**src/rtl/poly_pkg.sv**
```systemverilog
// Shared constants, FSM state type and status codes for the polynomial-evaluation accelerator.
package poly_pkg;

  localparam int MAX_DEG   = 10;
  localparam int SLOT_SIZE = 11;
  localparam int NUM_SLOTS = 8;

  typedef enum logic [2:0] {
    IDLE,
    COMPUTE0,
    COMPUTE1,
    COMPUTE2,
    DONE
  } stp_state_t;

  localparam logic [31:0] STATUS_OK      = 32'd0;
  localparam logic [31:0] STATUS_BAD_DEG = 32'd1;

  function automatic logic [4:0] sat_deg(input logic [4:0] n);
    return (n > 5'(MAX_DEG)) ? 5'(MAX_DEG) : n;
  endfunction

endpackage

```
**src/rtl/stp_addr_gen.sv**
```systemverilog
// Coefficient address within S: slot a occupies words a*11 .. a*11+10 (shift-add form).
module stp_addr_gen #(
  parameter int AW = 10
) (
  input  logic [2:0]    a,
  input  logic [3:0]    i,
  output logic [AW-1:0] addr
);

  logic [6:0] sum;

  assign sum  = 7'({a, 3'b000}) + 7'({a, 1'b0}) + 7'(a) + 7'(i);
  assign addr = AW'(sum);

endmodule

```
**src/rtl/stp_fsm.sv**
```systemverilog
// STP controller: records degree N for slot A, then copies N+1 coefficients from the data buffer into S.
// Optional build macro STP_DEGREE_CHECK_EN rejects N > 10; without it N is saturated to 10.
//
// state    | meaning
// IDLE     | waiting for start_stp, outputs quiet
// COMPUTE0 | write degree to N memory, prefetch first coefficient (or reject degree)
// COMPUTE1 | fetch next coefficient from the data buffer
// COMPUTE2 | write fetched coefficient to S, advance pointer
// DONE     | one-cycle done_stp pulse, result/status valid
module stp_fsm
  import poly_pkg::*;
#(
  parameter int word_size   = 16,
  parameter int buffer_size = 1024,
  localparam int AW         = $clog2(buffer_size)
) (
  input  logic                 clk,
  input  logic                 rst,
  input  logic                 rst_instr,
  input  logic                 start_stp,
  input  logic [AW-1:0]        rd_addr_data,
  input  logic [2:0]           A,
  input  logic [4:0]           N,
  input  logic [word_size-1:0] next_c,
  output logic                 done_stp,
  output logic                 en_rd_data,
  output logic                 en_rd_S,
  output logic                 en_rd_N,
  output logic [AW-1:0]        rd_addr_data_updated,
  output logic [AW-1:0]        wr_addr_S,
  output logic [AW-1:0]        wr_addr_N,
  output logic [word_size-1:0] c,
  output logic [31:0]          result,
  output logic [31:0]          status
);

  stp_state_t    state, state_nxt;
  logic [2:0]    a_q;
  logic [4:0]    n_q;
  logic [3:0]    i;
  logic [AW-1:0] ptr;
  logic [31:0]   result_q, status_q;
  logic [AW-1:0] addr_s;
  logic [4:0]    deg_in;
  logic          bad_deg;
  logic          i_last;

`ifdef STP_DEGREE_CHECK_EN
  assign deg_in  = N;
  assign bad_deg = (n_q > 5'(MAX_DEG));
`else
  assign deg_in  = sat_deg(N);
  assign bad_deg = 1'b0;
`endif

  assign i_last = ({1'b0, i} == n_q);

  stp_addr_gen #(.AW(AW)) u_addr_gen (
    .a    (a_q),
    .i    (i),
    .addr (addr_s)
  );

  always_ff @(posedge clk or posedge rst) begin
    if (rst) begin
      state    <= IDLE;
      a_q      <= '0;
      n_q      <= '0;
      i        <= '0;
      ptr      <= '0;
      result_q <= '0;
      status_q <= '0;
    end else if (!rst_instr) begin
      state    <= IDLE;
      a_q      <= '0;
      n_q      <= '0;
      i        <= '0;
      ptr      <= '0;
      result_q <= '0;
      status_q <= '0;
    end else begin
      state <= state_nxt;
      case (state)
        IDLE: begin
          if (start_stp) begin
            a_q      <= A;
            n_q      <= deg_in;
            ptr      <= rd_addr_data;
            i        <= '0;
            result_q <= '0;
            status_q <= '0;
          end
        end
        COMPUTE0: begin
          if (bad_deg) begin
            result_q <= '0;
            status_q <= STATUS_BAD_DEG;
          end
        end
        COMPUTE2: begin
          // explicit wrap keeps non-power-of-two buffer depths correct
          ptr <= (ptr == AW'(buffer_size - 1)) ? '0 : ptr + 1'b1;
          if (i_last) begin
            result_q <= 32'(n_q) + 32'd1;
            status_q <= STATUS_OK;
          end else begin
            i <= i + 4'd1;
          end
        end
        default: ;
      endcase
    end
  end

  always_comb begin
    state_nxt  = state;
    done_stp   = 1'b0;
    en_rd_data = 1'b0;
    en_rd_S    = 1'b0;
    en_rd_N    = 1'b0;
    wr_addr_S  = '0;
    wr_addr_N  = '0;
    c          = '0;
    case (state)
      IDLE: begin
        if (start_stp) state_nxt = COMPUTE0;
      end
      COMPUTE0: begin
        if (bad_deg) begin
          state_nxt = DONE;
        end else begin
          en_rd_N    = 1'b1;
          wr_addr_N  = AW'(a_q);
          c          = word_size'(n_q);
          en_rd_data = 1'b1;
          state_nxt  = COMPUTE2;
        end
      end
      COMPUTE2: begin
        en_rd_S   = 1'b1;
        wr_addr_S = addr_s;
        c         = next_c;
        state_nxt = i_last ? DONE : COMPUTE1;
      end
      COMPUTE1: begin
        en_rd_data = 1'b1;
        state_nxt  = COMPUTE2;
      end
      DONE: begin
        done_stp  = 1'b1;
        state_nxt = IDLE;
      end
      default: state_nxt = IDLE;
    endcase
  end

  assign rd_addr_data_updated = ptr;
  assign result               = result_q;
  assign status               = status_q;

endmodule

```
**config.mk**
```make
export PLATFORM = sky130hd
export DESIGN_NAME = stp_fsm
export DESIGN_NICKNAME = d
export VERILOG_FILES = /design/src/rtl/poly_pkg.sv /design/src/rtl/stp_addr_gen.sv /design/src/rtl/stp_fsm.sv
export SDC_FILE = /design/constraint.sdc
export NUM_CORES = 1
export LEC_CHECK = 0
export ABC_AREA = 1
export CAP_MARGIN = 0
export CORE_ASPECT_RATIO = 0.75
export CORE_MARGIN = 2
export CORE_UTILIZATION = 42
export CTS_CLUSTER_DIAMETER = 40
export CTS_CLUSTER_SIZE = 28
export DETAILED_ROUTE_END_ITERATION = 6
export PLACE_DENSITY_LB_ADDON = 0.12
export REMOVE_ABC_BUFFERS = 1
export SLEW_MARGIN = 20
export SYNTH_ARGS = -nofsm -noshare
export SYNTH_HDL_FRONTEND = slang
export SYNTH_SLANG_ARGS = --single-unit
```
**constraint.sdc**
```tcl
create_clock -name clk -period 6.1 [get_ports clk]
set_input_delay 1.22 -clock clk [delete_from_list [all_inputs] [get_ports clk]]
set_output_delay 1.22 -clock clk [all_outputs]
set_load 0.02 [all_outputs]
```
# [Yosys cells after proc, flatten, opt, wreduce, memory -nomap -nowiden]
# Index checks and enable logic that the tools add are counted.
[word_totals] regBits=89 in_bits=38 output_inout_bits=114 elab_cells=65
[classes] add_sub_neg=6 order_cmp=1 eq_ne=12 n_mux=33 reduce_logical=6
[op_table] op="2-to-1 mux 32 bit" count=5
[op_table] op="one-hot mux 32 bit (2 select lines)" count=2
[op_table] op="one-hot mux 16 bit (2 select lines)" count=1
[op_table] op="2-to-1 mux 10 bit" count=3
[op_table] op="2-to-1 mux 3 bit" count=7
[op_table] op="2-to-1 mux 5 bit" count=4
[op_table] op="one-hot mux 10 bit (2 select lines)" count=1
[op_table] op="2-to-1 mux 4 bit" count=3
[op_table] op="adder 10 x 1 -> 10 bit (second input constant)" count=1
[op_table] op="== test 10 bit (second input constant)" count=1
[op_table] op="inequality test 3 bit (second input constant)" count=3
[op_table] op="one-hot mux 3 bit (3 select lines)" count=1
[op_table] op="one-hot mux 4 bit (2 select lines)" count=1
[op_table] op="adder 6 x 4 -> 7 bit" count=1
[op_table] op="adder 7 x 3 -> 7 bit" count=1
[op_table] op="adder 7 x 4 -> 7 bit" count=1
[op_table] op="2-to-1 mux 7 bit" count=1
[op_table] op="adder 5 x 1 -> 6 bit (second input constant)" count=1
[op_table] op="== test 3 x 2 -> 1 bit (second input constant)" count=2
[op_table] op="AND reduction 3 bit" count=2
[op_table] op="== test 4 x 5 -> 1 bit" count=1
[op_table] op="greater-than comparator 5 x 4 -> 1 bit (second input constant)" count=1
[op_table] op="adder 4 x 1 -> 4 bit (second input constant)" count=1
[op_table] op="2-to-1 mux 1 bit" count=4
[op_table] op="other kinds (7)" count=9

# [Depth between registers and ports, before layout]
[logic_depth] ltp_word=5 ltp_mapped=10 mapped_depth_nobuf=10

# [Hierarchy]
# From an unflattened synthesis, not the netlist that was laid out.
[unflattened] cells_unflattened=415 hier_area_um2=2841.5
[by_module_without_submodules] module="stp_fsm" n_inst=1 cells_each=369 area_each_um2=2526.2 seq_area_each_um2=775.7
[by_module_without_submodules] module="stp_addr_gen" n_inst=1 cells_each=46 area_each_um2=315.3 seq_area_each_um2=0.0

# [Least setup slack after synthesis]
# No wires, ideal clock.
[synth_timing] kind="flip-flop to output port" from="reg i[1]" to="out wr_addr_S[5]" arrival_time_ns=2.216 required_ns=4.880 slack_ns=2.664 stages_incl_launch_ff=10 n_path_buf=0 path_cell_list="dfrtp_1 -> fa_1 -> ha_1 -> fa_1 -> nand2_1 -> inv_1 -> o21ai_0 -> nand2_1 -> xor2_1 -> nor2_1"
[synth_via] elab_chain_len=2
[synth_lines] item="start, declared" line="stp_fsm.sv:40" text="logic [3:0] i;"
[synth_lines] item="start signal, assigned" line="stp_fsm.sv:107" text="i <= i + 4'd1;"
[synth_lines] item="adder 7 x 4 -> 7 bit" line="stp_addr_gen.sv:12" text="assign sum = 7'({a, 3'b000}) + 7'({a, 1'b0}) + 7'(a) + 7'(i);"
[synth_lines] item="2-to-1 mux 7 bit" line="stp_fsm.sv:124" text="case (state)"
[synth_lines] item="end, declared" line="stp_fsm.sv:30" text="output logic [AW-1:0] wr_addr_S,"
# No other way between the ends.

# [Final worst setup path]
# Same ends and word-level chain as after synthesis.

==> impl_metrics.py <==
metrics = {
    "power": {
        "pwr-share-seq_pct": 35.1,
        "p_int_mw": 0.433,
        "clkPwrFrac_pct": 25.5,
        "power_density_nw_per_um2": 207,
        "swShare_pct": 39.4,
        "leakage_nw": 1.74,
        "ir_drop_v": 0.000109,
        "total_power_mw": 0.715,
        "switchingPower_mw": 0.282,
        "combPwrFrac_pct": 39.4,
    },
    "logic_synthesis": {
        "synth_cell_types": 33,
        "synthAdderAreaFrac_pct": 6.65,
        "synth_compound_area_share_pct": 7.99,
        "synthCells": 380,
        "syn_area_um2": 2710,
        "ys.flop_type": "dfrtp_1",
        "syn-mean-instance-area_um2": 7.13,
        "synth_top_family_by_area": "simple AND/OR/NAND/NOR gates",
        "synthSimpleGateAreaFrac_pct": 27.1,
        "synth-async-reset-ratio_pct": 100,
        "synth_edf_count": 0,
        "ys_warn_count": 0,
        "synthMuxAreaShare_pct": 0,
        "ys_ff_latch": 31,
        "ys_seq_area_share_pct": 28.6,
        "synth_xor_area_share_pct": 2.91,
    },
    "die": {
        "rows": 25,
        "start_util_pct": 43.3,
        "die_y_um": 73.6,
        "die_area_um2": 7110,
        "die_w_um": 96.7,
        "coreArea_um2": 6260,
        "ios": 152,
    },
    "routing": {
        "first_pass_iters": 4,
        "wirelength_um": 6100,
        "ant_nets": 0,
        "wl_met1_um": 2950,
        "route.met2.wl_um": 2660,
        "num_vias": 2427,
        "routedWlPerCell_um": 11.2,
        "top_layer": "met4",
        "viasPerCell": 4.45,
        "drc": 0,
        "wl_met3_um": 466,
        "first_iter_violations": 59,
    },
    "timing": {
        "worstMarginPinSlew_ns": 0.543,
        "relSlewSlack_pct": 63.7,
        "min_period_over_period_pct": 70.1,
        "drv_slew": 0,
        "setup_violations": 0,
        "post-route-min-period_ns": 4.27,
        "fin_setup_tns_ns": 0,
        "finalHoldViolCount": 0,
        "fmax_mhz": 234,
        "hold_ws_ns": 0.506,
        "fin_worst_skew_ns": 0.00511,
        "rsz0062_at_grt": "false",
    },
    "clocking": {
        "cts_hold_buf": 0,
        "cts_buffer_depth": 2,
        "insertion_delay_ns": 0.28,
        "cts_buffers": 5,
        "cts_tree": "yes",
        "path_clk_slew_ns": 0.07,
        "numClockSinks": 31,
        "root_buffer": "clkbuf_8",
        "h-tree-depth": 2,
        "cts_setup_buffers": 0,
        "post_cts_resized": 0,
    },
    "layout": {
        "seq_area_um2": 776,
        "area_growth_pct": 27.3,
        "fin_cells": 546,
        "final_common_cell": "nand2_1",
        "antenna_cells": 0,
        "multi_input_area_um2": 1460,
        "final_cell_mix": "nand2_1 (99), clkdlybuf4s50_1 (83), conb_1 (68)",
        "fin_nets": 514,
        "fillCellCount": 603,
        "drive_gt1_share_pct": 5.38,
    },
    "min_path": {
        "whs_path_depth": 2,
        "hp-class": "reg2reg",
    },
    "critical_path": {
        "worstPathArrival_ns": 3.05,
        "crit_slowest_cell": "clkdlybuf4s50_1",
        "cp.depth": 10,
        "required_ns": 4.88,
        "critPathBufInv": 2,
        "end_kind": "primary output",
        "cp_cell_sequence": "fa_1 -> ha_1 -> fa_1 -> nand2_1 -> inv_1 -> o21ai_0 -> nand2_1 -> xor2_1 -> nor2_1 -> clkdlybuf4s50_1",
        "reg2regPathDepth": 8,
        "crit_path_max_fanout": 6,
        "cp_top_family": "adder cells",
        "critPathLaunchType": "register",
        "path_class": "reg2out",
        "max_stage_delay_ns": 0.61,
    },
    "global_route": {
        "track_usage_pct": 17.3,
        "antenna_found_initial": 0,
        "grt_pass1_wl_um": 10100,
        "grt_pass1_vias": 2159,
        "grt_overflow": 0,
        "grt_max_degree": 32,
    },
    "placement": {
        "dpl.cell_count": 538,
        "place_congestion": 0.835,
        "dp_hpwl_um": 4780,
        "port-buffer-count": 83,
    },
    "run_status": {
        "status": "finished clean",
    },
    "run": {
        "drv_cap": 0,
    },
}
## worst min-delay path, cell delays in order, from the launching register on
cell,delay (ns)
dfrtp_1,0.38
inv_1,0.05
nor2_1,0.04
## sequential cells by signal, indices dropped and copies added (netlist names)
register and cells:
rd_addr_data_updated 10, state 3, a_q 3, n_q 5
i 4, result 6
## power groups by stage
stage	Combinational, mW	Clock (mW)	Sequential, mW
global route	0.310	0.193	0.255
finish	0.282	0.182	0.251
global placement	0.280	0	0.254
detailed placement	0.282	0	0.255
CTS	0.283	0.186	0.251
floorplan	0.164	0	0.264
## metal layers
metal,track usage [%],vias to the layer above
li1,-,1218
met1,24.1,1110
met2,27.9,96
met3,4.85,3
met4,2.35,0
met5,0,-
## cells by family after synthesis
| group | after synthesis |
|---|---|
| xor gates and xnor gates | 9 |
| buffers and inverters | 119 |
| adders and majority gates | 12 |
| and+or+nand+nor | 171 |
| AOI/OAI and AO/OA | 37 |
| DFF | 31 |
| other | 1 |
## final timing paths
path / start / end / slack (ns)
min: result[5] / result[5] / 0.51
min in group asynchronous: rst / rd_addr_data_updated[6] / 1.32
max in group asynchronous: rst / state[1] / 4.47
max reg2reg: state[1] / i[2] / 4.04
min reg2reg: result[5] / result[5] / 0.51
max: i[1] / wr_addr_S[5] / 1.83
## cells in the mapped netlist (2+ instances only)
master / instances / share of area [%]
xnor2_1: 2 / 0.65
nand2_2: 3 / 0.69
nor3_1: 5 / 0.92
fa_1: 4 / 3.0
nand2_1: 99 / 14
nor2_1: 35 / 4.9
inv_1: 38 / 5.3
xor2_1: 7 / 2.3
buf_4: 68 / 19
o22ai_1: 3 / 0.69
ha_1: 8 / 3.7
nand3_2: 2 / 0.74
buf_2: 3 / 0.55
inv_2: 6 / 0.83
o21ai_0: 13 / 2.4
nand3_1: 21 / 3.9
nand4_1: 2 / 0.46
a21oi_1: 6 / 1.1
buf_6: 2 / 0.83
dfrtp_1: 31 / 29
o21ai_1: 10 / 1.8
## final cells by class
cell class	count	share of cell area (%)
Inverter	45	4.90
Timing Repair Buffer	84	24.3
Multi-Input combinational cell	297	42.5
Tap cell	81	2.94
Sequential cell	31	22.5
Clock buffer	8	2.90
## stage by stage
| stage | setup WS [ns] | util, % | cell area [um^2] |
|---|---|---|---|
| final | 1.83 | 55.1 | 3450 |
| after detailed placement | 2.12 | 53.5 | 3350 |
| after CTS | 1.81 | 55.1 | 3450 |
| after global placement | 2.19 | 53.5 | 3350 |
| after global routing | 1.62 | 55.1 | 3450 |
| after floorplan | 2.66 | - | 2410 |
(Power assumes the default switching activity.)
